==> config.mk <==
export PLATFORM = sky130hd
export DESIGN_NAME = muldiv_unit
export DESIGN_NICKNAME = d
export VERILOG_FILES = /design/src/rtl/muldiv_unit.sv
export SDC_FILE = /design/constraint.sdc
export NUM_CORES = 1
export LEC_CHECK = 0
export ABC_CLOCK_PERIOD_IN_PS = 8200
export BUFFER_PORTS_ARGS = -buffer_cell sky130_fd_sc_hd__buf_4
export CORE_UTILIZATION = 50
export CTS_CLUSTER_SIZE = 25
export DETAILED_ROUTE_END_ITERATION = 12
export PLACE_DENSITY_LB_ADDON = 0.3
export SYNTH_ARGS = -nofsm -noshare
export SYNTH_HDL_FRONTEND = slang
export SYNTH_SLANG_ARGS = --single-unit
==> constraint.sdc <==
create_clock -name clk -period 8.2 [get_ports clk]
set_input_delay 0.82 -clock clk [delete_from_list [all_inputs] [get_ports clk]]
set_output_delay 0.82 -clock clk [all_outputs]
set_load 0.03 [all_outputs]
==> src/rtl/muldiv_unit.sv <==
// rtl/muldiv_unit.sv - iterative RV32M multiply/divide unit with start/ready/done handshake
module muldiv_unit #(
    parameter int XLEN = 32
) (
    input  logic            clk,
    input  logic            rst_n,
    input  logic            start,
    input  logic [2:0]      funct3,
    input  logic [XLEN-1:0] a,
    input  logic [XLEN-1:0] b,
    input  logic [4:0]      rd_in,
    output logic            ready,
    output logic            busy,
    output logic            done,
    output logic [XLEN-1:0] result,
    output logic [4:0]      rd_out
);

    localparam int CW = $clog2(XLEN) + 1;

    typedef enum logic [1:0] {
        IDLE,
        CALC,
        DONE
    } state_t;

    state_t state, state_nxt;

    // Latched operation context; acc holds {hi, lo}: product for multiply,
    // {remainder, dividend/quotient} for divide.
    logic [2:0]        op;
    logic [4:0]        rd_q;
    logic [XLEN-1:0]   mb;
    logic [2*XLEN-1:0] acc;
    logic              neg;
    logic [CW-1:0]     cnt;

    // Operand decode at the accept edge
    logic              a_signed, b_signed, sa, sb;
    logic [XLEN-1:0]   mag_a, mag_b;
    logic              is_div, neg_in, div_zero, ovf, special;
    logic [XLEN-1:0]   special_res;

    assign a_signed = (funct3 != 3'b011) && !(funct3[2] && funct3[0]);
    assign b_signed = a_signed && (funct3 != 3'b010);
    assign sa       = a_signed && a[XLEN-1];
    assign sb       = b_signed && b[XLEN-1];
    assign mag_a    = sa ? -a : a;
    assign mag_b    = sb ? -b : b;
    assign is_div   = funct3[2];
    // Remainder takes the dividend's sign; everything else the XOR of both.
    assign neg_in   = (is_div && funct3[1]) ? sa : (sa ^ sb);
    assign div_zero = is_div && (b == '0);
    assign ovf      = is_div && !funct3[0] && (a == {1'b1, {(XLEN-1){1'b0}}}) && (b == '1);
    assign special  = div_zero || ovf;
    assign special_res = div_zero ? (funct3[1] ? a : '1) : (funct3[1] ? '0 : a);

    // One iteration step: shift-add multiply or restoring divide
    logic [XLEN:0]     mul_sum;
    logic [2*XLEN-1:0] mul_next;
    logic [XLEN:0]     div_trial;
    logic              div_ge;
    logic [XLEN-1:0]   div_diff;
    logic [2*XLEN-1:0] div_next;
    logic [2*XLEN-1:0] acc_next;
    logic [2*XLEN-1:0] prod_fix;
    logic [XLEN-1:0]   quo, rem, final_res;
    logic              last;

    assign mul_sum   = {1'b0, acc[2*XLEN-1:XLEN]} + (acc[0] ? {1'b0, mb} : '0);
    assign mul_next  = {mul_sum, acc[XLEN-1:1]};
    assign div_trial = {acc[2*XLEN-1:XLEN], acc[XLEN-1]};
    assign div_ge    = div_trial >= {1'b0, mb};
    assign div_diff  = div_trial[XLEN-1:0] - mb;
    assign div_next  = {(div_ge ? div_diff : div_trial[XLEN-1:0]), acc[XLEN-2:0], div_ge};
    assign acc_next  = op[2] ? div_next : mul_next;
    assign prod_fix  = neg ? -acc_next : acc_next;
    assign quo       = acc_next[XLEN-1:0];
    assign rem       = acc_next[2*XLEN-1:XLEN];
    assign last      = (cnt == CW'(XLEN - 1));

    // Select the finished result from the final iteration value
    always_comb begin
        final_res = '0;
        case (op)
            3'b000:                final_res = prod_fix[XLEN-1:0];
            3'b001, 3'b010, 3'b011: final_res = prod_fix[2*XLEN-1:XLEN];
            3'b100, 3'b101:        final_res = neg ? -quo : quo;
            default:               final_res = neg ? -rem : rem;
        endcase
    end

    // State register
    always_ff @(posedge clk or negedge rst_n) begin
        if (!rst_n) begin
            state <= IDLE;
        end else begin
            state <= state_nxt;
        end
    end

    // Next-state and handshake outputs
    always_comb begin
        state_nxt = state;
        ready     = 1'b0;
        busy      = 1'b0;
        done      = 1'b0;
        case (state)
            IDLE: begin
                ready = 1'b1;
                if (start) begin
                    state_nxt = special ? DONE : CALC;
                end
            end
            CALC: begin
                busy = 1'b1;
                if (last) begin
                    state_nxt = DONE;
                end
            end
            DONE: begin
                busy      = 1'b1;
                done      = 1'b1;
                state_nxt = IDLE;
            end
            default: state_nxt = IDLE;
        endcase
    end

    // Datapath: capture at accept, iterate in CALC, publish result on entry to DONE
    always_ff @(posedge clk or negedge rst_n) begin
        if (!rst_n) begin
            op     <= '0;
            rd_q   <= '0;
            mb     <= '0;
            acc    <= '0;
            neg    <= 1'b0;
            cnt    <= '0;
            result <= '0;
            rd_out <= '0;
        end else if (state == IDLE) begin
            if (start) begin
                op   <= funct3;
                rd_q <= rd_in;
                mb   <= mag_b;
                acc  <= {{XLEN{1'b0}}, mag_a};
                neg  <= neg_in;
                cnt  <= '0;
                if (special) begin
                    result <= special_res;
                    rd_out <= rd_in;
                end
            end
        end else if (state == CALC) begin
            acc <= acc_next;
            cnt <= cnt + 1'b1;
            if (last) begin
                result <= final_res;
                rd_out <= rd_q;
            end
        end
    end

endmodule
==> flow_metrics.py <==
metrics = {
    "route": {
        "drtAntennaViolNets": 0,
        "avgRoutedWirePerCell_um": 24.8,
        "drc": 0,
        "viasPerCell": 6.87,
        "first_pass_iters": 6,
        "vias": 17200,
        "first_iter_violations": 2439,
        "wirelength_mm": 62.0,
    },
    "sta": {
        "setup_viol": 0,
        "setup_tns_ns": 0,
        "max_freq_ghz": 0.145,
        "worst_pin_slew_ns": 1.06,
        "min_period_ns": 6.91,
        "maxSlewViolCount": 0,
        "rsz0062_at_grt": "no",
        "relSlewSlack_pct": 29.1,
        "clock_skew_ns": 0.0125,
        "hold_viol": 0,
        "finalCritPeriodShare_pct": 84.3,
    },
    "global_route": {
        "grt_max_degree": 100,
        "grt_pass1_wl_mm": 94.1,
        "grt_overflow": 0,
        "grt_pass1_vias": 15600,
        "grt_usage_pct": 37.6,
        "antenna_found_initial": 1,
    },
    "placed_design": {
        "hpwl_mm": 46.0,
        "port_buffers": 114,
        "place_area_mm2": 0.0169,
        "gp_congestion": 1.05,
    },
    "floorplanning": {
        "die_area_mm2": 0.0325,
        "die-width_um": 180,
        "initial_utilization_pct": 51.3,
        "placementRows": 64,
        "die_h_um": 180,
        "core_area_mm2": 0.0309,
        "ios": 115,
    },
    "yosys": {
        "synthTopCellsByArea": "dfrtp_1 (24%), nand2_1 (6.0%), o21ai_0 (5.8%), ha_1 (5.8%), xnor2_1 (5.6%)",
        "ys_seq_area_share_pct": 23.7,
        "syn_area_per_cell_um2": 7.71,
        "synth_common_cells": "nand2_1 (254), o21ai_0 (183), dfrtp_1 (150)",
        "async_reset_ff_share_pct": 100,
        "yosysMostFrequentCell": "nand2_1",
        "syn_area_mm2": 0.0159,
        "synth_ff_type": "dfrtp_1",
        "synth.top_cell.area_share_pct": 23.7,
        "yosysUniqueCellTypes": 114,
        "synth_top_area_cell": "dfrtp_1",
        "synthCells": 2059,
        "synth_seq_cells": 150,
        "yosysWarnings": 0,
        "synth_fp_nets": 2209,
        "synth_edf_count": 0,
    },
    "final_layout": {
        "drive_above_1_share_pct": 11.8,
        "regArea_mm2": 0.00376,
        "finish.utilization_pct": 56.3,
        "multi_input_area_mm2": 0.0112,
        "area_growth_pct": 9.71,
        "stdcell_area_mm2": 0.0174,
        "fillers": 2952,
        "nets": 2240,
    },
    "clocking": {
        "clockBufferDepth": 2,
        "clkTransAtPathRegs_ns": 0.07,
        "htreeDepth": 4,
        "cts-resized-gates": 0,
        "clock-sinks": 150,
        "cts_root_buf": "clkbuf_16",
        "cts_buffers": 17,
        "postCtsSetupBuffers": 0,
        "cts_tree": "yes",
        "hold_buffers": 0,
        "clk_latency_ns": 0.46,
    },
    "power_and_ir_drop": {
        "p_sw_w": 0.00447,
        "ir_drop_v": 0.000512,
        "seqPwrFrac_pct": 16.7,
        "leakagePower_nw": 7.20,
        "pwr_density_cell_mw_per_mm2": 450,
        "p_comb_share_pct": 73.3,
        "swShare_pct": 57.1,
        "p_int_w": 0.00336,
        "clkPwrFrac_pct": 10.0,
    },
    "worst_setup_path": {
        "startpoint_type": "flip-flop",
        "criticalPathCategory": "flip-flop to flip-flop",
        "r2r_start": "mb[12]$_DFFE_PN0P_",
        "r2r_slack_ns": 1.29,
        "cp_max_fo": 14,
        "crit_path_start": "mb[12]$_DFFE_PN0P_",
        "cp_data_arrival_time_ns": 7.22,
        "reg2reg_depth": 21,
        "cp-end-kind": "flip-flop",
        "critPathRequiredTime_ns": 8.51,
    },
    "worst_hold_path": {
        "holdCritPathClass": "primary input to asynchronous set/reset pin",
    },
    "flow_run": {
        "cap_violations": 0,
    },
    "outcome": {
        "outcome": "finished clean",
    },
}
==> flip-flops by register name, summed over array words and instances (netlist names) <==
register / count
neg: 1
op: 3
state: 2
mb: 32
acc: 64
rd_q: 5
cnt: 6
result: 32
rd_out: 5
==> logic make-up (layout without fill, tap and decap cells) <==
kind of cell             after synthesis  in the layout  share of synthesized area [%]
adder cells (fa/ha/maj)               77             77                           6.13
other                                  0              1                              0
buffers and inverters                205            249                           5.76
XOR/XNOR                             175            175                           9.66
AO/OA/AOI/OAI                        677            677                           28.8
AND/OR/NAND/NOR                      721            721                           22.6
flip-flops                           150            150                           23.7
multiplexers                          54             54                           3.47
==> final cells by class <==
| class | instances | area share (%) |
|---|---|---|
| Multi-Input combinational cell | 1704 | 64.5 |
| Clock buffer | 19 | 2.54 |
| Antenna cell | 1 | 0.0144 |
| Tap cell | 396 | 2.85 |
| Timing Repair Buffer | 147 | 6.36 |
| Sequential cell | 150 | 21.6 |
| Clock inverter | 13 | 0.632 |
| Inverter | 70 | 1.51 |
==> power groups by stage <==
stage	Combinational (W)	Clock [W]	Sequential [W]
6_report	0.00574	0.000782	0.00131
2_1_floorplan	0.00410	0	0.00115
5_1_grt	0.00609	0.000812	0.00133
3_5_place_dp	0.00551	0	0.00130
4_1_cts	0.00554	0.000785	0.00129
3_3_place_gp	0.00546	0	0.00129
==> path summary, 6_finish.rpt <==
kind	endpoint
max	result[6]$_DFFE_PN0P_
min	result[18]$_DFFE_PN0P_
max reg2reg	result[6]$_DFFE_PN0P_
min reg2reg	rd_q[2]$_DFFE_PN0P_
max in group asynchronous	op[2]$_DFFE_PN0P_
min in group clk	rd_q[2]$_DFFE_PN0P_
==> critical path, stage by stage (launching register included) <==
cell	delay, ns
dfrtp_1	0.43
inv_1	0.07
ha_1	0.42
a21oi_2	0.24
o21a_2	0.21
o221ai_2	0.18
o311ai_4	0.51
nand3_2	0.44
nand2_1	0.36
a21boi_0	0.49
ha_1	0.29
o21ai_0	0.15
or2_2	0.36
or4_1	0.58
inv_1	0.13
nand3_1	0.48
nand2_1	0.55
nor2_1	0.17
nor3_1	0.21
a21oi_1	0.09
a221oi_1	0.29
a311oi_1	0.09
==> stage by stage <==
step	std cells	total power (W)	worst slack, ns	hold WS (ns)
detailed placement	2467	0.00681	1.69	0.466
floorplan	2059	0.00525	3.01	0.445
finish	2500	0.00783	1.29	0.438
global placement	2467	0.00675	1.72	0.457
global route	2499	0.00823	1.23	0.511
CTS	2499	0.00761	1.69	0.484
==> per-layer routing <==
metal  global-route usage (%)  vias to the layer above  routed length [um]
met4                     13.4                        0                1980
met2                     54.3                     1053               25700
met1                     54.0                     8312               26700
li1                         -                     7680                   -
met3                     9.18                      129                7600
met5                        0                        -                   0
==> cell usage in the layout, fill, tap and decap left out, drive strengths merged, types with 12 or more instances in the layout <==
cell / count
dfrtp: 150
a22oi: 27
o221ai: 37
xnor2: 101
or2: 12
nand4: 37
and3: 15
a221oi: 14
buf: 147
nor3: 49
nor2b: 16
and2: 40
nand2: 254
o31ai: 38
a21o: 26
o21a: 18
xor2: 74
o21ai: 196
o211ai: 22
nand3: 38
a31oi: 25
mux2i: 49
or3: 24
nor4: 24
a22o: 23
a211oi: 19
ha: 73
inv: 76
nand2b: 18
clkbuf: 19
nor2: 147
a21oi: 140
Note: power is estimated with default switching activity, not from simulation.
